## config.mk

```make
export PLATFORM = sky130hd
export DESIGN_NAME = piso_serializer_flat
export DESIGN_NICKNAME = d
export VERILOG_FILES = /design/src/rtl/piso_serializer_pkg.sv /design/src/rtl/piso_serializer_if.sv /design/src/rtl/ser_bit_counter.sv /design/src/rtl/piso_serializer.sv /design/src/flat_wrapper.sv
export SDC_FILE = /design/constraint.sdc
export NUM_CORES = 1
export LEC_CHECK = 0
export ABC_AREA = 1
export CAP_MARGIN = 0
export CORE_AREA = 4 4 41 43
export DETAILED_ROUTE_END_ITERATION = 16
export DIE_AREA = 0 0 45 47
export SETUP_SLACK_MARGIN = 0.2
export SLEW_MARGIN = 20
export SYNTH_ARGS = -nofsm -noshare
export SYNTH_HDL_FRONTEND = slang
export SYNTH_SLANG_ARGS = --single-unit
```

## constraint.sdc

```tcl
create_clock -name clk -period 2.6 [get_ports clk]
set_clock_uncertainty 0.2 [all_clocks]
set_input_delay 0.26 -clock clk [delete_from_list [all_inputs] [get_ports clk]]
set_output_delay 0.26 -clock clk [all_outputs]
set_load 0.02 [all_outputs]
```

## src/rtl/piso_serializer_pkg.sv

```systemverilog
// piso_serializer_pkg: shared state encoding and default frame width for the serializer and its downstream shift register
package piso_serializer_pkg;
  localparam int DEFAULT_WIDTH = 4;
  typedef enum logic {IDLE, SHIFT} state_t;
endpackage

```

## src/rtl/piso_serializer_if.sv

```systemverilog
// piso_serializer_if: load handshake (din/load_valid/load_ready) plus serial output (sout/sout_valid/frame_done); master = producer/consumer side, slave = serializer
interface piso_serializer_if #(parameter int WIDTH = piso_serializer_pkg::DEFAULT_WIDTH);
  logic [WIDTH-1:0] din;
  logic load_valid;
  logic load_ready;
  logic sout;
  logic sout_valid;
  logic frame_done;
  modport master (output din, load_valid, input load_ready, sout, sout_valid, frame_done);
  modport slave (input din, load_valid, output load_ready, sout, sout_valid, frame_done);
endinterface

```

## src/rtl/ser_bit_counter.sv

```systemverilog
// ser_bit_counter: saturating modulo-WIDTH bit counter; clk/rst, clr restarts at 0, en advances, count/last report position
module ser_bit_counter import piso_serializer_pkg::*; #(
  parameter int WIDTH = DEFAULT_WIDTH,
  localparam int CW = (WIDTH > 1) ? $clog2(WIDTH) : 1
) (
  input  logic clk,
  input  logic rst,
  input  logic clr,
  input  logic en,
  output logic [CW-1:0] count,
  output logic last
);
  logic [CW-1:0] count_q, count_d;
  assign last = count_q == CW'(WIDTH - 1);
  assign count = count_q;
  always_comb count_d = clr ? '0 : (en && !last) ? count_q + 1'b1 : count_q;
  always_ff @(posedge clk)
    if (rst) count_q <= '0;
    else count_q <= count_d;
endmodule

```

## src/rtl/piso_serializer.sv

```systemverilog
// piso_serializer: MSB-first parallel-to-serial converter; clk/reset plain ports, bus carries load handshake and registered serial outputs
module piso_serializer import piso_serializer_pkg::*; #(
  parameter int   WIDTH      = DEFAULT_WIDTH,
  parameter logic IDLE_LEVEL = 1'b0
) (
  input logic clk,
  input logic reset,
  piso_serializer_if.slave bus
);
  localparam int CW = (WIDTH > 1) ? $clog2(WIDTH) : 1;
  state_t state_q, state_d;
  logic [WIDTH-1:0] data_q, data_d;
  logic sout_q, sout_d, sout_valid_q, sout_valid_d, frame_done_q, frame_done_d;
  logic [CW-1:0] count;
  logic cnt_last, last, accept, shifting;
  ser_bit_counter #(.WIDTH(WIDTH)) u_cnt (
    .clk(clk), .rst(reset), .clr(accept), .en(shifting), .count(count), .last(cnt_last)
  );
  assign shifting = state_q == SHIFT;
  assign last = shifting && cnt_last;
  assign bus.load_ready = !reset && (state_q == IDLE || last);
  assign accept = bus.load_valid && bus.load_ready;
  assign bus.sout = sout_q;
  assign bus.sout_valid = sout_valid_q;
  assign bus.frame_done = frame_done_q;
  // sout_q already shows data_q[WIDTH-1], so the next bit out is data_q[WIDTH-2];
  // frame_done is registered one cycle early so it lands on the last bit.
  always_comb begin
    state_d = accept ? SHIFT : last ? IDLE : state_q;
    data_d = accept ? bus.din : shifting ? data_q << 1 : data_q;
    sout_d = accept ? bus.din[WIDTH-1] : (shifting && !last) ? data_q[WIDTH-2] : IDLE_LEVEL;
    sout_valid_d = accept || (shifting && !last);
    frame_done_d = shifting && count == CW'(WIDTH - 2);
  end
  always_ff @(posedge clk)
    if (reset) begin
      state_q <= IDLE;
      data_q <= '0;
      sout_q <= IDLE_LEVEL;
      sout_valid_q <= 1'b0;
      frame_done_q <= 1'b0;
    end else begin
      state_q <= state_d;
      data_q <= data_d;
      sout_q <= sout_d;
      sout_valid_q <= sout_valid_d;
      frame_done_q <= frame_done_d;
    end
endmodule

```

## src/flat_wrapper.sv

```systemverilog
// flat-port wrapper written by rule: the top's interface ports become plain ports
module piso_serializer_flat import piso_serializer_pkg::*;
#(
  parameter int   WIDTH      = DEFAULT_WIDTH,
  parameter logic IDLE_LEVEL = 1'b0
)
  (clk, reset, bus_din, bus_load_valid, bus_load_ready, bus_sout, bus_sout_valid, bus_frame_done);
  piso_serializer_if #(.WIDTH(WIDTH)) bus_i ();
  input logic clk;
  input logic reset;
  input wire logic [$bits(bus_i.din)-1:0] bus_din;
  input wire logic [$bits(bus_i.load_valid)-1:0] bus_load_valid;
  output wire logic [$bits(bus_i.load_ready)-1:0] bus_load_ready;
  output wire logic [$bits(bus_i.sout)-1:0] bus_sout;
  output wire logic [$bits(bus_i.sout_valid)-1:0] bus_sout_valid;
  output wire logic [$bits(bus_i.frame_done)-1:0] bus_frame_done;
  assign bus_i.din = bus_din;
  assign bus_i.load_valid = bus_load_valid;
  assign bus_load_ready = bus_i.load_ready;
  assign bus_sout = bus_i.sout;
  assign bus_sout_valid = bus_i.sout_valid;
  assign bus_frame_done = bus_i.frame_done;
  piso_serializer #(.WIDTH(WIDTH), .IDLE_LEVEL(IDLE_LEVEL)) u_core (.clk(clk), .reset(reset), .bus(bus_i));
endmodule
```

# ---- Yosys cells after proc, flatten, opt, wreduce, memory -nomap -nowiden
# Index checks and enable logic that the tools add are counted.
dict set report op_classes {
  n_addsub 1
  n_mux 6
  bitwise_logic 1
  order_cmp 0
  multipliers 0
  shifts 0
  n_div 0
  n_eq_ne 2
  reduce_logical 14
}
# cell count
set op_table {}
lappend op_table {{$logic_and 1x1->1} 6}
lappend op_table {{$mux 3} 2}
lappend op_table {{$eq 2x2->1 const B} 2}
lappend op_table {{$mux 1} 4}
lappend op_table {{$reduce_bool 2->1} 2}
lappend op_table {{$logic_not 1->1} 3}
lappend op_table {{$add 2x1->2 const B} 1}
lappend op_table {{$logic_or 1x1->1} 2}
lappend op_table {{$reduce_or 2->1} 1}
lappend op_table {{$not 1->1} 1}
dict set report totals {
  regBits 9
  word_cells 30
  out_inout_bits 4
  memories 0
  in_bits 7
  mem_bits_ro 0
  mem_bits_rw 0
  latch_bits 0
}

# ---- Depth between registers and ports, before layout
dict set report depth {
  word_depth 6
  depth_mapped 8
  mapped_depth_nobuf 8
}

# ---- By module
# Synthesis repeated with hierarchy kept, for this count alone.
dict set report hier_totals {
  hier_cells 56
  area_unflattened_um2 425.4
}
# module instances cells_each area_each_um2 seq_area_each_um2
set modules_own_cells {}
lappend modules_own_cells {piso_serializer 1 40 319.1 140.1}
lappend modules_own_cells {ser_bit_counter 1 16 106.4 40.0}

# ---- Worst setup path after synthesis
# Ideal clock, no wire load.
dict set report synth_timing {
  path_kind {reg2reg}
  startpoint {register u_core.u_cnt.count_q[0], in the netlist u_core.u_cnt.count[0]}
  endpoint {register u_core.data_q[0]}
  t_arrival_ns 1.024
  required_time_ns 2.330
  period_less_slack_ns 1.294
  n_path_buf 0
  setup_slack_ns 1.306
  setup_time_ns 0.070
  stages_incl_launch_ff 8
  path_cell_list {dfxtp_1 -> ha_1 -> inv_1 -> nand2_4 -> inv_4 -> nor2_4 -> nand3_1 -> a21oi_1}
}
dict set report synth_between {
  elab_chain_len 6
  elab_cells_between_ends 7
  cone_classes {1 x eq/ne; 1 x mux; 5 x reduce/logical}
}
# element line_no
set synth_rtl {}
lappend synth_rtl {{start, declared} ser_bit_counter.sv:13} ;# logic [CW-1:0] count_q, count_d;
lappend synth_rtl {{start signal, assigned} ser_bit_counter.sv:19} ;# else count_q <= count_d;
lappend synth_rtl {{$eq 2x2->1 *} ser_bit_counter.sv:14} ;# assign last = count_q == CW'(WIDTH - 1);
lappend synth_rtl {{$logic_and 1x1->1 *} piso_serializer.sv:20} ;# assign last = shifting && cnt_last;
lappend synth_rtl {{$logic_or 1x1->1 *} piso_serializer.sv:21} ;# assign bus.load_ready = !reset && (state_q == IDLE || last);
lappend synth_rtl {{$logic_and 1x1->1 *} piso_serializer.sv:21}
lappend synth_rtl {{net bus_load_ready} flat_wrapper.sv:13} ;# output wire logic [$bits(bus_i.load_ready)-1:0] bus_load_ready;
lappend synth_rtl {{$logic_and 1x1->1 *} piso_serializer.sv:22} ;# assign accept = bus.load_valid && bus.load_ready;
lappend synth_rtl {{$mux 3 / $reduce_bool 2->1 (equally long branches)} -}
lappend synth_rtl {{end signal, assigned} piso_serializer.sv:44} ;# data_q <= data_d;
lappend synth_rtl {{end, declared} piso_serializer.sv:12} ;# logic [WIDTH-1:0] data_q, data_d;
# Mark *: on every way through the listed nets, which the timed path passes. The rest lies on a longest branch.
# A chain may end at the register's enable or synchronous reset.

# ---- Worst setup path after layout
dict set report layout_timing {
  startpoint {register u_core.u_cnt.count_q[1], in the netlist u_core.u_cnt.count[1]}
  endpoint {output port bus_load_ready}
}
dict set report layout_between {
  elab_chain_len 4
}
# element line_no
set layout_rtl {}
lappend layout_rtl {{$eq 2x2->1} ser_bit_counter.sv:14}
lappend layout_rtl {{$logic_and 1x1->1} piso_serializer.sv:20}
lappend layout_rtl {{$logic_or 1x1->1} piso_serializer.sv:21}
lappend layout_rtl {{$logic_and 1x1->1} piso_serializer.sv:21}
lappend layout_rtl {{end, declared} flat_wrapper.sv:13}
# No other way between the ends.

==> out/results.ini <==
[route]
drt_first_pass_iters=4
wl_met2_um=382
ant_nets=0
wl_per_cell_um=10.0
drt-met1-wl_um=369
wl_met3_um=68
drtIter0Drc=5
wirelength_um=820
drc_errors=0
maxUsedRoutingLayer=met3
dr_total_vias=370
avgViaCountPerCell=4.51

[setup_path]
crit_path_max_fanout=9
startpoint_type=flip-flop
r2r-end=u_core.data_q[0]
arrival_ns=1.74
timing.rr.start=u_core.u_cnt.count[1]
reg2regPathDepth=7
slowest_delay_ns=0.62
crit_chain=ha_1 > inv_1 > nand2_4 > inv_4 > nor2_4 > clkdlybuf4s50_1
crit_path_end_kind=output port
rrSetupSlack_ns=1.25
path_class=flip-flop to output port
worst_ep_required_time_ns=2.14
cpMaxStageDelayCell=clkdlybuf4s50_1

[die]
design.core.area_mm2=0.00130
die-height_um=47
rows=13
ioPinCount=11
die_w_um=45
initial_core_util_pct=32.9
die_area_mm2=0.00212

[layout]
drive_above_1_share_pct=14.9
fin_nets=77
final_cells=82
final_common_cell=nand2_1
mostFrequentLayoutCells=nand2_1, clkdlybuf4s50_1, dfxtp_1
final_area_um2=569
syn_to_final_growth_pct=33.0
antenna_cells=0

[hold_path]
hold_depth=2
holdCritPathClass=flip-flop to flip-flop
min-delay-start=u_core.data_q[1]
hold_end=u_core.data_q[1]

[power]
leakagePower_uw=0.000249
ir_drop_v=0.000176
power.density_mw_per_mm2=542
design_power_total_uw=309

[run]
maxCapViolCount=0

[timing]
slew_headroom_pct=80.7
rsz0062_at_grt=no
fmax_ghz=0.455
drv_slew=0
hold_viol=0
worst_slew_pin_slew_ns=0.288
finalSetupViolations=0
fin_crit_sh_pct=84.5
setup-tns-final_ns=0
period_needed_ns=2.20

[clock_tree]
cts_resized=0
post_cts_buffers=0
cts_tree=done
postCtsHoldBufs=0
clockBufferDepth=2
cts.sinks=9
cts.clk_slew.worst_paths_ns=0.06
htreeDepth=1
root_buffer=clkbuf_4
clk_latency_ns=0.26
numCtsBuffers=3

[synth]
synthesis.area_um2=428
syn_inst=53
syn-num-nets=62
yosysSeqAreaShare_pct=42.1
synth-seq-cells=9
synth_area_leaders=dfxtp_1, nand2_1, a21oi_1
synth.distinct_cells=15
ys_warn_count=0
synth_top_area_cell=dfxtp_1
synth_top_area_share_pct=42.1
postSynthAreaPerCell_um2=8.07

[grt]
grt_max_degree=10
grt_pass1_vias=291
overflow=0
grtUsageTotal_pct=8.72
grt_pass1_wl_mm=1.24
antenna_found_initial=0

[place]
dp_hpwl_um=611
post_dp_cell_area_um2=543
portBuffers=10
placed_cells=78
gp_congestion=0.802

[outcome]
status=complete, no violations

## cells by family after synthesis
group | after synthesis | synth area share [%]
fa+ha+maj | 2 | 5.85
compound gates | 8 | 10.2
simple gates | 25 | 31.0
flops | 9 | 42.1
buf+inv | 9 | 10.8
## critical path: cells and delay by family, from the launching register on
kind / cells / cell delay, ns
flops: 1 / 0.36
simple gates: 2 / 0.22
buf+inv: 3 / 0.74
fa+ha+maj: 1 / 0.15
## state kept, by name, indices dropped and copies added (netlist names)
signal                 count
u_core.data_q              3
u_core.u_cnt.count         2
u_core.bus.frame_done      1
u_core.bus.sout            1
u_core.bus.sout_valid      1
u_core.shifting            1
## synthesized netlist by cell type (all sizes together)
library cell   n
nand2         16
dfxtp          9
inv            8
a21oi          7
nand3          5
ha             2
nand4          2
nor2           2
buf            1
o21ai          1
## layer usage
metal  up-vias  GRT usage, %
met3         0          5.75
met1       161          8.74
met4         0          5.26
met2        12          13.6
li1        197             -
met5         -             0
## area by class of cell
cell class / instances / area [um^2]
well taps: 15 / 18.8
fillers: 142 / 732
clock buffers: 4 / 26.3
multi-input cells: 35 / 201
repair buffers: 11 / 108
flip-flops and latches: 9 / 180
inverters: 8 / 35.0
## how the worst max path moves through the flow
stage | startpoint | end | slack [ns]
5_1_grt | u_core.u_cnt.count[1] | bus_load_ready | 0.31
6_report | u_core.u_cnt.count[1] | bus_load_ready | 0.40
4_1_cts | u_core.u_cnt.count[0] | bus_load_ready | 0.39
2_1_floorplan | u_core.u_cnt.count[0] | u_core.data_q[0] | 1.31
3_5_place_dp | reset | bus_load_ready | 0.66
3_3_place_gp | reset | bus_load_ready | 0.66
## stage by stage
step           util, %  hold slack, ns  setup WS, ns
2_1_floorplan        -           0.219          1.31
3_3_place_gp      41.7           0.254         0.656
6_report          43.8           0.273         0.402
3_5_place_dp      41.7           0.262         0.660
4_1_cts           43.8           0.271         0.392
5_1_grt           43.8           0.297         0.312
## where the power goes
part           switching, uW  leakage, uW  internal [uW]
Clock                   49.5    0.0000150           59.2
Combinational           26.7     0.000160           23.8
Sequential              4.87    0.0000735            145
(Power assumes the default switching activity.)
